File: src/rtl/irq_timer_gen_pkg.sv
// Shared definitions for the machine-level interrupt source block:
// register map, mie/mip bit positions, FSM encoding and cause selection.
package irq_timer_gen_pkg;

  localparam logic [4:0] MSIP_OFS        = 5'h00;
  localparam logic [4:0] MTIMECMP_LO_OFS = 5'h08;
  localparam logic [4:0] MTIMECMP_HI_OFS = 5'h0C;
  localparam logic [4:0] MTIME_LO_OFS    = 5'h10;
  localparam logic [4:0] MTIME_HI_OFS    = 5'h14;

  localparam int unsigned MIP_MSI     = 11;
  localparam int unsigned MIP_MTI     = 7;
  localparam int unsigned MIP_MEI     = 3;
  localparam int unsigned MSTATUS_MIE = 3;

  typedef enum logic [1:0] {
    StIdle = 2'd0,
    StReq  = 2'd1,
    StHold = 2'd2
  } irq_state_e;

  typedef struct packed {
    logic me;
    logic ms;
    logic mt;
  } irq_cause_t;

  // Fixed priority me > ms > mt, result is one-hot or all-zero.
  function automatic irq_cause_t prio_cause(input logic en_me, input logic en_ms,
                                            input logic en_mt);
    irq_cause_t c;
    c.me = en_me;
    c.ms = en_ms & ~en_me;
    c.mt = en_mt & ~en_me & ~en_ms;
    return c;
  endfunction

endpackage

File: src/rtl/irq_timer_gen_mtime_counter.sv
// Prescaled 64-bit mtime counter; a bus write to either half replaces the
// increment for that cycle and leaves the other half untouched.
module irq_timer_gen_mtime_counter
  import irq_timer_gen_pkg::*;
#(
  parameter int unsigned PRESCALE = 1
) (
  input  logic        i_clk,
  input  logic        i_rst_n,
  input  logic        i_wr_lo,
  input  logic        i_wr_hi,
  input  logic [31:0] i_wdata,
  output logic [63:0] o_mtime
);

  logic [15:0] r_presc;
  logic [15:0] w_presc_d;
  logic [63:0] r_mtime;
  logic [63:0] w_mtime_d;
  logic        w_tick;

  assign w_tick    = (r_presc == 16'(PRESCALE - 1));
  assign w_presc_d = w_tick ? 16'd0 : r_presc + 16'd1;

  always_comb begin
    w_mtime_d = r_mtime;
    if (i_wr_lo) begin
      w_mtime_d[31:0] = i_wdata;
    end else if (i_wr_hi) begin
      w_mtime_d[63:32] = i_wdata;
    end else if (w_tick) begin
      w_mtime_d = r_mtime + 64'd1;
    end
  end

  always_ff @(posedge i_clk or negedge i_rst_n) begin
    if (!i_rst_n) begin
      r_presc <= 16'd0;
      r_mtime <= 64'd0;
    end else begin
      r_presc <= w_presc_d;
      r_mtime <= w_mtime_d;
    end
  end

  assign o_mtime = r_mtime;

endmodule

File: src/rtl/irq_timer_gen.sv
// Machine interrupt source: msip/mtime/mtimecmp registers, external line
// synchroniser, enable qualification and req/ack handshake to write-back.
module irq_timer_gen
  import irq_timer_gen_pkg::*;
#(
  parameter int unsigned PRESCALE     = 1,
  parameter logic [63:0] MTIMECMP_RST = 64'hFFFF_FFFF_FFFF_FFFF
) (
  input  logic        clk,
  input  logic        cpurst_n,
  input  logic        bus_wr,
  input  logic        bus_rd,
  input  logic [4:0]  bus_addr,
  input  logic [31:0] bus_wdata,
  output logic [31:0] bus_rdata,
  output logic        bus_rvalid,
  input  logic        ext_irq,
  input  logic [31:0] mstatus,
  input  logic [31:0] mie,
  output logic        mip_msip,
  output logic        mip_mtip,
  output logic        mip_meip,
  output logic        irq_req,
  output logic        irq_ms,
  output logic        irq_mt,
  output logic        irq_me,
  input  logic        irq_ack
);

  logic        r_msip;
  logic [63:0] r_mtimecmp;
  logic        r_sync1;
  logic        r_sync2;
  logic        r_mip_mtip;
  logic        r_mip_meip;
  logic [31:0] r_rdata;
  logic        r_rvalid;
  irq_state_e  r_state;
  logic        r_irq_req;
  irq_cause_t  r_cause;

  logic [63:0] w_mtime;
  logic [31:0] w_rdata;
  logic        w_wr_mtime_lo;
  logic        w_wr_mtime_hi;
  logic        w_en_me;
  logic        w_en_ms;
  logic        w_en_mt;
  logic        w_take;
  irq_cause_t  w_cause;
  logic        w_unused;

  assign w_wr_mtime_lo = bus_wr && (bus_addr == MTIME_LO_OFS);
  assign w_wr_mtime_hi = bus_wr && (bus_addr == MTIME_HI_OFS);

  irq_timer_gen_mtime_counter #(
    .PRESCALE (PRESCALE)
  ) u_mtime (
    .i_clk   (clk),
    .i_rst_n (cpurst_n),
    .i_wr_lo (w_wr_mtime_lo),
    .i_wr_hi (w_wr_mtime_hi),
    .i_wdata (bus_wdata),
    .o_mtime (w_mtime)
  );

  always_ff @(posedge clk or negedge cpurst_n) begin
    if (!cpurst_n) begin
      r_msip     <= 1'b0;
      r_mtimecmp <= MTIMECMP_RST;
    end else if (bus_wr) begin
      if (bus_addr == MSIP_OFS)        r_msip             <= bus_wdata[0];
      if (bus_addr == MTIMECMP_LO_OFS) r_mtimecmp[31:0]   <= bus_wdata;
      if (bus_addr == MTIMECMP_HI_OFS) r_mtimecmp[63:32]  <= bus_wdata;
    end
  end

  always_comb begin
    w_rdata = 32'd0;
    case (bus_addr)
      MSIP_OFS:        w_rdata = {31'd0, r_msip};
      MTIMECMP_LO_OFS: w_rdata = r_mtimecmp[31:0];
      MTIMECMP_HI_OFS: w_rdata = r_mtimecmp[63:32];
      MTIME_LO_OFS:    w_rdata = w_mtime[31:0];
      MTIME_HI_OFS:    w_rdata = w_mtime[63:32];
      default:         w_rdata = 32'd0;
    endcase
  end

  // Reads sample pre-edge register state, so a same-cycle write returns the old value.
  always_ff @(posedge clk or negedge cpurst_n) begin
    if (!cpurst_n) begin
      r_rdata  <= 32'd0;
      r_rvalid <= 1'b0;
    end else begin
      r_rvalid <= bus_rd;
      if (bus_rd) r_rdata <= w_rdata;
    end
  end

  always_ff @(posedge clk or negedge cpurst_n) begin
    if (!cpurst_n) begin
      r_sync1    <= 1'b0;
      r_sync2    <= 1'b0;
      r_mip_meip <= 1'b0;
      r_mip_mtip <= 1'b0;
    end else begin
      r_sync1    <= ext_irq;
      r_sync2    <= r_sync1;
      r_mip_meip <= r_sync2;
      r_mip_mtip <= (w_mtime >= r_mtimecmp);
    end
  end

  assign w_en_me = r_mip_meip & mie[MIP_MEI];
  assign w_en_ms = r_msip     & mie[MIP_MSI];
  assign w_en_mt = r_mip_mtip & mie[MIP_MTI];
  assign w_take  = mstatus[MSTATUS_MIE] & (w_en_me | w_en_ms | w_en_mt);
  assign w_cause = prio_cause(w_en_me, w_en_ms, w_en_mt);

  // The cause is latched on entry to StReq and held until the request ends.
  always_ff @(posedge clk or negedge cpurst_n) begin
    if (!cpurst_n) begin
      r_state   <= StIdle;
      r_irq_req <= 1'b0;
      r_cause   <= '0;
    end else begin
      case (r_state)
        StIdle: begin
          if (w_take) begin
            r_state   <= StReq;
            r_irq_req <= 1'b1;
            r_cause   <= w_cause;
          end
        end
        StReq: begin
          if (irq_ack) begin
            r_state   <= StHold;
            r_irq_req <= 1'b0;
            r_cause   <= '0;
          end else if (!w_take) begin
            r_state   <= StIdle;
            r_irq_req <= 1'b0;
            r_cause   <= '0;
          end
        end
        StHold: begin
          r_state <= StIdle;
        end
        default: begin
          r_state   <= StIdle;
          r_irq_req <= 1'b0;
          r_cause   <= '0;
        end
      endcase
    end
  end

  assign bus_rdata  = r_rdata;
  assign bus_rvalid = r_rvalid;
  assign mip_msip   = r_msip;
  assign mip_mtip   = r_mip_mtip;
  assign mip_meip   = r_mip_meip;
  assign irq_req    = r_irq_req;
  assign irq_me     = r_cause.me;
  assign irq_ms     = r_cause.ms;
  assign irq_mt     = r_cause.mt;

  assign w_unused = ^{mstatus[31:4], mstatus[2:0], mie[31:12], mie[10:8], mie[6:4],
                      mie[2:0]};

endmodule

File: config.mk
export PLATFORM = sky130hd
export DESIGN_NAME = irq_timer_gen
export DESIGN_NICKNAME = d
export VERILOG_FILES = /design/src/rtl/irq_timer_gen_pkg.sv /design/src/rtl/irq_timer_gen_mtime_counter.sv /design/src/rtl/irq_timer_gen.sv
export SDC_FILE = /design/constraint.sdc
export NUM_CORES = 1
export LEC_CHECK = 0
export ABC_AREA = 1
export CORE_MARGIN = 1.5
export CORE_UTILIZATION = 50
export CTS_CLUSTER_DIAMETER = 200
export CTS_CLUSTER_SIZE = 30
export DETAILED_ROUTE_END_ITERATION = 8
export PLACE_DENSITY_LB_ADDON = 0.08
export SLEW_MARGIN = 10
export SYNTH_ARGS = -nofsm -noshare
export SYNTH_HDL_FRONTEND = slang
export SYNTH_SLANG_ARGS = --single-unit
File: constraint.sdc
create_clock -name clk -period 2.11 [get_ports clk]
set_input_delay 0.422 -clock clk [delete_from_list [all_inputs] [get_ports clk]]
set_output_delay 0.422 -clock clk [all_outputs]
set_load 0.1 [all_outputs]
==> flow_summary.yaml <==
worst_setup_path:
  r2r_start: "r_mtimecmp[45]$_DFFE_PN1P_"
  r2r_end: "mip_mtip$_DFF_PN0_"
  rrSetupSlack_ns: 0.07
  setup.worst_path.class: "reg -> reg"
  cp-end-kind: "flip-flop"
  ff2ff_path_depth: 8
  cp-start-kind: "flip-flop"
  critPathMaxFanout: 2
  crit_required_ns: 2.43
  crit_arrival_ns: 2.36
placement:
  io_buffers: 86
  placed_cell_area_um2: 14300
  place_ws_ns: -0.145
  placed_cells: 2225
  dpl.hpwl_um: 32100
  gp_congestion: 1.01
logic_synthesis:
  async_reset_ff_share_pct: 100
  synth_area_leaders: "dfrtp_1 25%, nand2_1 17%, dfstp_2 14%, inv_1 6.9%, ha_1 6.8%"
  ys_seq_area_share_pct: 39.0
  synth_nets: 1924
  synth_ff_type: "dfrtp_1"
  synthesis.area_um2: 12300
  ys_ff_latch: 188
  ys.warnings.count: 0
  synth_top_cell_area_share_pct: 25.3
  ys_types: 37
  synth_edf_count: 0
  avgSynthCellArea_um2: 7.02
  yosys.area.top_type: "dfrtp_1"
  synthCells: 1750
clocking:
  root_buffer: "clkbuf_16"
  clk_path_buf_depth: 2
  clock_latency_ns: 0.45
  htree_levels: 4
  cts_buffers: 17
  postCtsSetupRepairBufs: 0
  cts_num_sinks: 188
  cts_tree: "yes"
  clk_pin_slew_ns: 0.08
timing:
  setup_violations: 0
  relSlewSlack_pct: 63.8
  fin_crit_ns: 2.04
  finalHoldViolCount: 0
  rsz0062_at_grt: "no"
  max_freq_mhz: 489
  slew_viol_final: 0
  timing.final.crit_share_pct: 96.9
  worst_slack_ns: 0.0662
  worstMarginPinSlew_ns: 0.543
  totalNegativeSetupSlack_ns: 0
  clock_skew_ns: 0.0138
floorplanning:
  start_util_pct: 50.8
  dieArea_um2: 25500
  core_um2: 24200
  die_w_um: 160
  core.rowCount: 57
  die_h_um: 160
  io_pins: 147
layout:
  fin_nets: 2095
  drive_gt1_share_pct: 15.1
  fillCellCount: 2269
  antenna_cells: 0
  final_core_utilization_pct: 61.8
  fin_area_um2: 14900
  final_cells: 2258
  area_delta_synth_final_pct: 21.6
flow_run:
  cap_violations: 0
outcome:
  run_status: "completed"
global_routing:
  antenna_found_initial: 0
  overflow: 0
  grt_max_degree: 65
  grt_pass1_wl_um: 65200
  grt_pass1_vias: 11663
  track_usage_pct: 33.3
pwr:
  vdd_drop_max_mv: 0.495
  leakage_nw: 7.30
  power.density_nw_per_um2: 890
detailed_routing:
  wirelength_um: 41400
  drc_errors: 0
  vias_per_cell: 5.41
  first_pass_iters: 7
  wire_per_inst_um: 18.3
  via_count: 12217
  first_iter_violations: 1009
  antenna_left: 0
  drt-met1-wl_um: 19200
  met2_length_um: 18500
  wl_met3_um: 2540
  routed.top_layer: "met4"
min_path:
  min_from: "r_sync1$_DFF_PN0_"
  min_path_cells: 0
  min_to: "r_sync2$_DFF_PN0_"
  hold_class: "reg -> reg"
==> power breakdown <==
part	switching, W	leakage, nW	internal (W)
Combinational	0.00306	4.78	0.00172
Sequential	0.000727	2.23	0.00444
Clock	0.00165	0.286	0.00169
==> registers in the layout (all words and copies together), names as in the netlist <==
| signal | cells |
|---|---|
| irq_me | 1 |
| mip_mtip | 1 |
| r_sync2 | 1 |
| mip_msip | 1 |
| u_mtime.r_presc | 16 |
| r_mtimecmp | 64 |
| bus_rdata | 32 |
| r_state | 2 |
| bus_rvalid | 1 |
| mip_meip | 1 |
| irq_mt | 1 |
| irq_req | 1 |
| r_sync1 | 1 |
| u_mtime.o_mtime | 64 |
| irq_ms | 1 |
==> cells in the mapped netlist (2+ instances only) <==
| cell | count |
|---|---|
| nand2_1 | 565 |
| inv_1 | 225 |
| nor2_1 | 175 |
| o21ai_0 | 162 |
| dfrtp_1 | 124 |
| nand3_1 | 70 |
| ha_1 | 67 |
| dfstp_2 | 64 |
| a21oi_1 | 57 |
| o22ai_1 | 40 |
| clkbuf_1 | 34 |
| nand4_1 | 26 |
| o211ai_1 | 25 |
| xor2_1 | 24 |
| o21ai_1 | 13 |
| nor3_1 | 11 |
| buf_2 | 8 |
| xnor2_1 | 7 |
| inv_2 | 6 |
| nand3b_1 | 6 |
| nor2_4 | 6 |
| a21oi_2 | 5 |
| and2_1 | 5 |
| buf_6 | 4 |
| nand2_2 | 3 |
| buf_4 | 2 |
| nand2_4 | 2 |
| nand3_2 | 2 |
| nor2_2 | 2 |
| nor3_2 | 2 |
| o21a_1 | 2 |
==> what timing repair did <==
action / CTS / global route
gates resized for setup: 2 / 16
pin swaps: 0 / 1
hold endpoints to repair: 25 / 0
hold buffers: 1 / 0
endpoints found under the setup margin: 1 / 19
==> kinds of logic (layout without fill, tap and decap cells) <==
group	after synthesis	in the layout	synth area share [%]
and+or+nand+nor	877	877	29.4
AOI/OAI and AO/OA	307	307	13.7
buffers and inverters	280	464	8.95
DFF	188	188	39.0
adders and majority gates	67	67	6.83
xor gates and xnor gates	31	31	2.21
==> cell usage in the layout, fill, tap and decap left out, types with 26 or more instances in the layout <==
cell             netlist  routed
ha_1                  67      67
nand3_1               70      69
inv_1                225     225
a21oi_1               57      57
nand2_1              565     564
clkdlybuf4s50_1        0      45
o21ai_0              162     161
o22ai_1               40      40
nor2_1               175     169
buf_4                  2     135
dfstp_2               64      64
nand4_1               26      26
dfrtp_1              124     120
==> stage by stage <==
step	hold slack [ns]	total power, W
after floorplan	0.126	0.00816
after global placement	0.332	0.00975
after detailed placement	0.343	0.00990
after CTS	0.361	0.0133
after global routing	0.361	0.0142
final	0.357	0.0133
==> per-layer routing <==
metal  global-route usage [%]  vias up
li1                         -     5964
met4                     9.56        0
met5                        0        -
met3                     4.36       79
met2                     53.4      442
met1                     47.2     5732
==> worst max-delay path, stage by stage, from the launching register on <==
cell and delay [ns]:
dfstp_2 0.54, inv_1 0.06, ha_1 0.31, a21oi_1 0.15, o21ai_0 0.19, a21oi_1 0.31
nand2_1 0.11, a21oi_1 0.13, nand2_1 0.10
==> final cells by class <==
| cell class | count | area [um^2] | share of cell area (%) |
|---|---|---|---|
| clock buffers | 19 | 433 | 2.90 |
| clock inverters | 13 | 148 | 0.988 |
| inverters | 231 | 867 | 5.81 |
| multi-input cells | 1282 | 6430 | 43.0 |
| flip-flops and latches | 188 | 4790 | 32.1 |
| well taps | 324 | 405 | 2.71 |
| repair buffers | 201 | 1870 | 12.5 |
==> how the worst max path moves through the flow <==
stage	startpoint	end	slack [ns]	depth (start not counted)
final	r_mtimecmp[45]$_DFFE_PN1P_	mip_mtip$_DFF_PN0_	0.07	8
after global routing	r_mtimecmp[47]$_DFFE_PN1P_	mip_mtip$_DFF_PN0_	0.002	8
after CTS	u_mtime.o_mtime[25]$_DFFE_PN0P_	u_mtime.o_mtime[26]$_DFFE_PN0P_	0.03	8
after detailed placement	bus_addr[1]	bus_rdata[31]$_DFFE_PN0P_	-0.14	10
after global placement	bus_addr[3]	bus_rdata[31]$_DFFE_PN0P_	-0.16	9
after floorplan	mip_meip$_DFF_PN0_	irq_me$_DFFE_PN0P_	0.29	8
(Power assumes the default switching activity.)
